## config.mk

```make
export PLATFORM = sky130hd
export DESIGN_NAME = wbs_uart_tx_flat
export DESIGN_NICKNAME = d
export VERILOG_FILES = /design/src/rtl/wbs_uart_tx_if.sv /design/src/rtl/wbs_uart_tx.sv /design/src/flat_wrapper.sv
export SDC_FILE = /design/constraint.sdc
export NUM_CORES = 1
export LEC_CHECK = 0
export CORE_ASPECT_RATIO = 1.4
export CORE_MARGIN = 5
export CORE_UTILIZATION = 56
export DETAILED_ROUTE_END_ITERATION = 12
export HOLD_SLACK_MARGIN = 0.1
export PLACE_DENSITY = 0.92
export SYNTH_ARGS = -nofsm -noshare
export SYNTH_HDL_FRONTEND = slang
export SYNTH_SLANG_ARGS = --single-unit
```

## constraint.sdc

```tcl
create_clock -name wb_clk_i -period 3.8 [get_ports wb_clk_i]
set_input_delay 0.76 -clock wb_clk_i [delete_from_list [all_inputs] [get_ports wb_clk_i]]
set_output_delay 0.76 -clock wb_clk_i [all_outputs]
set_load 0.05 [all_outputs]
```

## src/rtl/wbs_uart_tx_if.sv

```systemverilog
`default_nettype none
// ============================================================================
// Module   : wbs_uart_tx_if
// Purpose  : Wishbone B4 pipelined bus bundle for the wbs_uart_tx peripheral.
// Signals  : wb_cyc_i, wb_stb_i, wb_we_i, wb_adr_i[3:0], wb_sel_i[3:0],
//            wb_dat_i[31:0]     master -> slave
//            wb_dat_o[31:0], wb_stall_o, wb_ack_o      slave -> master
// Modports : master (bus controller side), slave (peripheral side)
// Revision : 1.0 - initial release
// ============================================================================
interface wbs_uart_tx_if;
  logic        wb_cyc_i;
  logic        wb_stb_i;
  logic        wb_we_i;
  logic [3:0]  wb_adr_i;
  logic [3:0]  wb_sel_i;
  logic [31:0] wb_dat_i;
  logic [31:0] wb_dat_o;
  logic        wb_stall_o;
  logic        wb_ack_o;

  modport master (
    output wb_cyc_i, wb_stb_i, wb_we_i, wb_adr_i, wb_sel_i, wb_dat_i,
    input  wb_dat_o, wb_stall_o, wb_ack_o
  );

  modport slave (
    input  wb_cyc_i, wb_stb_i, wb_we_i, wb_adr_i, wb_sel_i, wb_dat_i,
    output wb_dat_o, wb_stall_o, wb_ack_o
  );
endinterface
`default_nettype wire

```

## src/rtl/wbs_uart_tx.sv

```systemverilog
`default_nettype none
// ============================================================================
// Module   : wbs_uart_tx
// Purpose  : Wishbone B4 pipelined UART transmitter. Bytes written to DATA
//            are queued in a FIFO and sent 8N1, LSB first, on uart_tx.
// Ports    : wb_clk_i  - system clock (posedge)
//            wb_rst_i  - asynchronous reset, active low
//            wb        - Wishbone slave bundle (wbs_uart_tx_if.slave)
//            uart_tx   - serial output, idles high
// Map      : 0 DATA   (W: push dat[7:0] if sel[0]; R: 0)
//            1 STATUS (R: bit0 full, bit1 empty, bit2 busy, bit3 parity
//                      enabled, bits[FIFO_AW+8:8] level)
// Option   : WBS_UART_TX_PARITY_EN adds an even parity bit before STOP.
// Revision : 1.0 - initial release
// ============================================================================
module wbs_uart_tx #(
  parameter int TICKS_PER_BAUD = 4,
  parameter int FIFO_AW        = 4
) (
  input  wire logic        wb_clk_i,
  input  wire logic        wb_rst_i,
  wbs_uart_tx_if.slave     wb,
  output logic             uart_tx
);

  localparam int DEPTH = 1 << FIFO_AW;
  localparam int TW    = $clog2(TICKS_PER_BAUD);
  localparam logic [TW-1:0] TICK_LAST = TW'(TICKS_PER_BAUD - 1);
`ifdef WBS_UART_TX_PARITY_EN
  localparam logic PARITY_FLAG = 1'b1;
`else
  localparam logic PARITY_FLAG = 1'b0;
`endif

  typedef enum logic [2:0] {
    S_IDLE   = 3'd0,
    S_START  = 3'd1,
    S_DATA   = 3'd2,
    S_PARITY = 3'd3,
    S_STOP   = 3'd4
  } state_t;

  // FIFO storage and pointers (one extra MSB distinguishes full from empty)
  logic [7:0]       mem_q [DEPTH];
  logic [FIFO_AW:0] wptr_q, wptr_d;
  logic [FIFO_AW:0] rptr_q, rptr_d;

  state_t           state_q;
  logic [TW-1:0]    tick_q;
  logic [2:0]       bit_q;
  logic [7:0]       shift_q;
  logic             tx_q;
  logic             ack_q;
  logic [31:0]      dat_q;
`ifdef WBS_UART_TX_PARITY_EN
  logic             par_q;
`endif

  logic             w_full, w_empty, w_stall, w_accept, w_push, w_pop;
  logic [FIFO_AW:0] w_level;
  logic [7:0]       w_head;
  logic [31:0]      w_status, w_rdata;
  logic             w_unused_ok;

  assign w_full   = (wptr_q[FIFO_AW] != rptr_q[FIFO_AW]) &&
                    (wptr_q[FIFO_AW-1:0] == rptr_q[FIFO_AW-1:0]);
  assign w_empty  = (wptr_q == rptr_q);
  assign w_level  = wptr_q - rptr_q;
  assign w_head   = mem_q[rptr_q[FIFO_AW-1:0]];

  // Stall only on DATA writes while full; reads and other writes always pass.
  assign w_stall  = wb.wb_cyc_i & wb.wb_stb_i & wb.wb_we_i &
                    (wb.wb_adr_i == 4'd0) & w_full;
  assign w_accept = wb.wb_cyc_i & wb.wb_stb_i & ~w_stall;
  assign w_push   = w_accept & wb.wb_we_i & (wb.wb_adr_i == 4'd0) & wb.wb_sel_i[0];
  assign w_pop    = (state_q == S_IDLE) & ~w_empty;

  assign wptr_d   = wptr_q + (FIFO_AW+1)'(w_push);
  assign rptr_d   = rptr_q + (FIFO_AW+1)'(w_pop);

  always_comb begin
    w_status                = 32'd0;
    w_status[0]             = w_full;
    w_status[1]             = w_empty;
    w_status[2]             = (state_q != S_IDLE);
    w_status[3]             = PARITY_FLAG;
    w_status[FIFO_AW+8:8]   = w_level;
  end

  assign w_rdata     = (wb.wb_adr_i == 4'd1) ? w_status : 32'd0;
  assign w_unused_ok = &{1'b0, wb.wb_dat_i[31:8], wb.wb_sel_i[3:1]};

  // Payload storage carries no reset; only the pointers define validity.
  always_ff @(posedge wb_clk_i) begin
    if (w_push) begin
      mem_q[wptr_q[FIFO_AW-1:0]] <= wb.wb_dat_i[7:0];
    end
  end

  // Bus response and FIFO pointers
  always_ff @(posedge wb_clk_i or negedge wb_rst_i) begin
    if (!wb_rst_i) begin
      ack_q  <= 1'b0;
      dat_q  <= 32'd0;
      wptr_q <= '0;
      rptr_q <= '0;
    end else begin
      ack_q  <= w_accept;
      dat_q  <= (w_accept && !wb.wb_we_i) ? w_rdata : 32'd0;
      wptr_q <= wptr_d;
      rptr_q <= rptr_d;
    end
  end

  // Transmitter: the line level for each state is loaded on the transition
  // into it, so uart_tx comes straight from a flop.
  always_ff @(posedge wb_clk_i or negedge wb_rst_i) begin
    if (!wb_rst_i) begin
      state_q <= S_IDLE;
      tick_q  <= '0;
      bit_q   <= 3'd0;
      shift_q <= 8'd0;
      tx_q    <= 1'b1;
`ifdef WBS_UART_TX_PARITY_EN
      par_q   <= 1'b0;
`endif
    end else begin
      case (state_q)
        S_IDLE: begin
          tx_q   <= 1'b1;
          tick_q <= '0;
          bit_q  <= 3'd0;
          if (w_pop) begin
            shift_q <= w_head;
`ifdef WBS_UART_TX_PARITY_EN
            par_q   <= ^w_head;
`endif
            tx_q    <= 1'b0;
            state_q <= S_START;
          end
        end
        S_START: begin
          if (tick_q == TICK_LAST) begin
            tick_q  <= '0;
            tx_q    <= shift_q[0];
            state_q <= S_DATA;
          end else begin
            tick_q <= tick_q + TW'(1);
          end
        end
        S_DATA: begin
          if (tick_q == TICK_LAST) begin
            tick_q <= '0;
            if (bit_q == 3'd7) begin
`ifdef WBS_UART_TX_PARITY_EN
              tx_q    <= par_q;
              state_q <= S_PARITY;
`else
              tx_q    <= 1'b1;
              state_q <= S_STOP;
`endif
            end else begin
              bit_q   <= bit_q + 3'd1;
              shift_q <= {1'b0, shift_q[7:1]};
              tx_q    <= shift_q[1];
            end
          end else begin
            tick_q <= tick_q + TW'(1);
          end
        end
        S_PARITY: begin
          if (tick_q == TICK_LAST) begin
            tick_q  <= '0;
            tx_q    <= 1'b1;
            state_q <= S_STOP;
          end else begin
            tick_q <= tick_q + TW'(1);
          end
        end
        S_STOP: begin
          if (tick_q == TICK_LAST) begin
            tick_q  <= '0;
            state_q <= S_IDLE;
          end else begin
            tick_q <= tick_q + TW'(1);
          end
        end
        default: begin
          tx_q    <= 1'b1;
          tick_q  <= '0;
          state_q <= S_IDLE;
        end
      endcase
    end
  end

  // A pending ack is dropped if the master abandons the cycle.
  assign wb.wb_ack_o   = ack_q & wb.wb_cyc_i;
  assign wb.wb_dat_o   = dat_q;
  assign wb.wb_stall_o = w_stall;
  assign uart_tx       = tx_q;

endmodule
`default_nettype wire

```

## src/flat_wrapper.sv

```systemverilog
// flat-port wrapper written by rule: the top's interface ports become plain ports
module wbs_uart_tx_flat 
#(
  parameter int TICKS_PER_BAUD = 4,
  parameter int FIFO_AW        = 4
)
  (wb_clk_i, wb_rst_i, uart_tx, wb_wb_cyc_i, wb_wb_stb_i, wb_wb_we_i, wb_wb_adr_i, wb_wb_sel_i, wb_wb_dat_i, wb_wb_dat_o, wb_wb_stall_o, wb_wb_ack_o);
  wbs_uart_tx_if wb_i ();
  input  wire logic wb_clk_i;
  input  wire logic wb_rst_i;
  output logic uart_tx;
  input wire logic [$bits(wb_i.wb_cyc_i)-1:0] wb_wb_cyc_i;
  input wire logic [$bits(wb_i.wb_stb_i)-1:0] wb_wb_stb_i;
  input wire logic [$bits(wb_i.wb_we_i)-1:0] wb_wb_we_i;
  input wire logic [$bits(wb_i.wb_adr_i)-1:0] wb_wb_adr_i;
  input wire logic [$bits(wb_i.wb_sel_i)-1:0] wb_wb_sel_i;
  input wire logic [$bits(wb_i.wb_dat_i)-1:0] wb_wb_dat_i;
  output wire logic [$bits(wb_i.wb_dat_o)-1:0] wb_wb_dat_o;
  output wire logic [$bits(wb_i.wb_stall_o)-1:0] wb_wb_stall_o;
  output wire logic [$bits(wb_i.wb_ack_o)-1:0] wb_wb_ack_o;
  assign wb_i.wb_cyc_i = wb_wb_cyc_i;
  assign wb_i.wb_stb_i = wb_wb_stb_i;
  assign wb_i.wb_we_i = wb_wb_we_i;
  assign wb_i.wb_adr_i = wb_wb_adr_i;
  assign wb_i.wb_sel_i = wb_wb_sel_i;
  assign wb_i.wb_dat_i = wb_wb_dat_i;
  assign wb_wb_dat_o = wb_i.wb_dat_o;
  assign wb_wb_stall_o = wb_i.wb_stall_o;
  assign wb_wb_ack_o = wb_i.wb_ack_o;
  wbs_uart_tx #(.TICKS_PER_BAUD(TICKS_PER_BAUD), .FIFO_AW(FIFO_AW)) u_core (.wb_clk_i(wb_clk_i), .wb_rst_i(wb_rst_i), .wb(wb_i), .uart_tx(uart_tx));
endmodule
```

==> flow_summary.yaml <==
worst_setup_path:
  arrival_ns: 3.33
  critPathRequiredTime_ns: 3.85
  path_delay_family: "simple AND/OR/NAND/NOR gates"
  crit_path_cell_trace: "inv_1 -> ha_1 -> and4_1 -> a21boi_1 -> nand4_1 -> nor2_1"
  path_max_fanout: 14
  start_kind: "register"
  criticalPathCategory: "register to register"
  cp_num_buf_inv: 1
  largest_stage_delay_on_the_critical_path_ns: 0.73
  critical_path_top_delay_cell: "sky130_fd_sc_hd__nor2_1"
  cp-end-kind: "register"
cells_and_area:
  nFillCells: 732
  layout-drive-gt1-share: 0.170
  layout.cells.most_common: "sky130_fd_sc_hd__edfxtp_1"
  number_of_non_filler_instances_in_the_completed_layout: 626
  most_used_cells_in_the_layout_excluding_fill_and_tap_cells: "sky130_fd_sc_hd__edfxtp_1 (128), sky130_fd_sc_hd__dfrtp_1 (34), sky130_fd_sc_hd__clkdlybuf4s50_1 (27)"
  antenna_cells: 0
  area_growth_syn_to_layout_pct: 14.6
  fin_nets: 520
  seq_area_mm2: 0.00475
  multi_input_area_mm2: 0.00199
synth:
  ys_types: 55
  synth.cell_area_mm2: 0.00699
  synthFlopType: "sky130_fd_sc_hd__edfxtp_1"
  edff_count_synth: 128
  synth_seq_area_share: 0.679
  yosysWarningCount: 0
  synthesis.instances: 421
  ys_seq_elements: 164
  synth-async-reset-ratio: 0.220
  synth.avg_cell_area_um2: 16.6
outcome:
  outcome: "finished, final reports clean"
floorplan:
  floorplan.die.height_um: 142
  floorplan.initialDensity: 0.568
  die_area_mm2: 0.0149
  boundaryPins: 80
  rows: 48
  core_mm2: 0.0123
  die_width_um: 104
timing:
  totalNegativeSetupSlack_ns: 0
  slew_headroom: 0.413
  rsz0062_at_grt: "no"
  period_share: 0.865
  hold_viol_final: 0
  max_freq_mhz: 304
  layout_setup_ws_ns: 0.513
  clock-skew-final_ns: 0.00842
  setup_viol_count_final: 0
  worst_pin_slew_ns: 0.877
  finalWorstPathRequiredPeriod_ns: 3.29
  slew_violations: 0
routing:
  postRouteAntennaNets: 0
  first_pass_iters: 5
  routed_wl_um: 14800
  via_per_inst: 6.29
  detailroute.via_count: 3935
  drcViolationCount: 0
  routed_wl_per_cell_um: 23.7
  dr_iter_0_viols: 366
placement:
  hpwlAfterDp_um: 9150
  globalplace.congestion: 0.842
  pre_cts_slack_ns: 0.619
  dpl_cells: 594
  placement.io_buffers: 28
hold_path:
  hp-class: "register to register"
grt:
  antenna_found_initial: 0
  gr-total-overflow: 0
  grt_pass1_vias: 4011
  maximum_number_of_pins_on_one_net_before_global_route_repair: 36
  grt_pass1_wl_um: 23100
  groute.usage.overall: 0.208
cts:
  ctsRootBufferMaster: "sky130_fd_sc_hd__clkbuf_16"
  cts_buffer_count: 17
  cts_hold_repair.buffers: 0
  post_cts.repair.setup_buffers: 0
  tritoncts_clock_tree: "built"
  worstSkewPairLatency_ns: 0.43
  post_cts_resized: 0
  deepest_level_of_the_cts_h_tree: 4
  cts.sinks: 164
  path_clk_slew_ns: 0.07
  max-clock-path-buffers: 2
power_and_ir_drop:
  irDropWorstVdd_uv: 340
  leakage_uw: 0.00293
  fin_total_pwr_uw: 5360
  power.density_cell_area_mw_per_mm2: 669
job:
  cap_violations: 0
[power by group]
part | internal (µW) | switching, µW
clock network | 901 | 813
registers | 2050 | 152
logic | 652 | 798
total | 3600 | 1760
[worst paths after layout]
path	from	cells past startpoint	to	slack, ns
setup / recovery	u_core.rptr_q[1]	6	u_core.mem_q[15][4]	0.51
hold / removal	u_core.tick_q[0]	1	u_core.tick_q[0]	0.44
setup reg to reg	u_core.rptr_q[1]	6	u_core.mem_q[15][4]	0.51
hold reg to reg	u_core.tick_q[0]	1	u_core.tick_q[0]	0.44
max in group asynchronous	wb_rst_i	2	u_core.uart_tx	2.33
min in group asynchronous	wb_rst_i	1	u_core.wb.wb_dat_o[8]	0.70
[synth_stat cells, drive strengths merged (4+ instances only)]
| cell type | n | area, µm² |
|---|---|---|
| inv | 14 | 52.6 |
| a22oi | 7 | 52.6 |
| nor3 | 7 | 35.0 |
| nand3 | 7 | 35.0 |
| mux2i | 4 | 40.0 |
| nor2b | 7 | 43.8 |
| xnor2 | 7 | 61.3 |
| a21oi | 6 | 33.8 |
| dfrtp | 35 | 876 |
| o21ai | 11 | 55.1 |
| ha | 11 | 138 |
| nand2 | 12 | 45.0 |
| mux4 | 30 | 698 |
| a22o | 18 | 158 |
| edfxtp | 128 | 3840 |
| buf | 33 | 255 |
| a221oi | 8 | 70.1 |
| and2 | 4 | 25.0 |
| clkbuf | 11 | 41.3 |
| nor2 | 20 | 75.1 |
[logic make-up after synthesis]
| group | synth area share |
|---|---|
| buf+inv | 0.0499 |
| mux | 0.109 |
| simple gates | 0.0617 |
| fa+ha+maj | 0.0225 |
| xor+xnor | 0.0125 |
| flops | 0.679 |
| other cells | 0.000536 |
| compound gates | 0.0655 |
[registers in the layout, summed over array words and instances (netlist names), 2 cells and up]
register and flops:
u_core.tick_q 2, u_core.shift_q 8, u_core.wb.wb_dat_o 8, u_core.rptr_q 5, u_core.state_q 3, u_core.mem_q 128, u_core.wptr_q 5, u_core.bit_q 3
[worst reg2reg max path, stage by stage, from the launching register on]
cell and delay (ns):
sky130_fd_sc_hd__dfrtp_1 0.72, sky130_fd_sc_hd__inv_1 0.17, sky130_fd_sc_hd__ha_1 0.35, sky130_fd_sc_hd__and4_1 0.27, sky130_fd_sc_hd__a21boi_1 0.39, sky130_fd_sc_hd__nand4_1 0.28, sky130_fd_sc_hd__nor2_1 0.73
[final cells by class]
class,instances,share of cell area
flip-flops and latches,164,0.592
multi-input cells,222,0.248
clock buffers,17,0.0531
repair buffers,44,0.0512
clock inverters,15,0.0255
well taps,150,0.0234
inverters,14,0.00656
[metrics by stage]
| step | hold slack (ns) | area, µm² | utilization |
|---|---|---|---|
| floorplan | 0.412 | 7080 | - |
| global placement | 0.426 | 7380 | 0.600 |
| detailed placement | 0.431 | 7380 | 0.600 |
| CTS | 0.445 | 8010 | 0.651 |
| global route | 0.468 | 8010 | 0.651 |
| finish | 0.443 | 8010 | 0.651 |
[metal layers]
metal	GRT usage	vias to the layer above	part of all wire
met3	0.0445	31	0.057
li1	-	1694	-
met2	0.385	192	0.56
met1	0.233	2018	0.36
met4	0.0825	0	0.026
met5	0	-	0
Power figures use the tool's default switching activity.
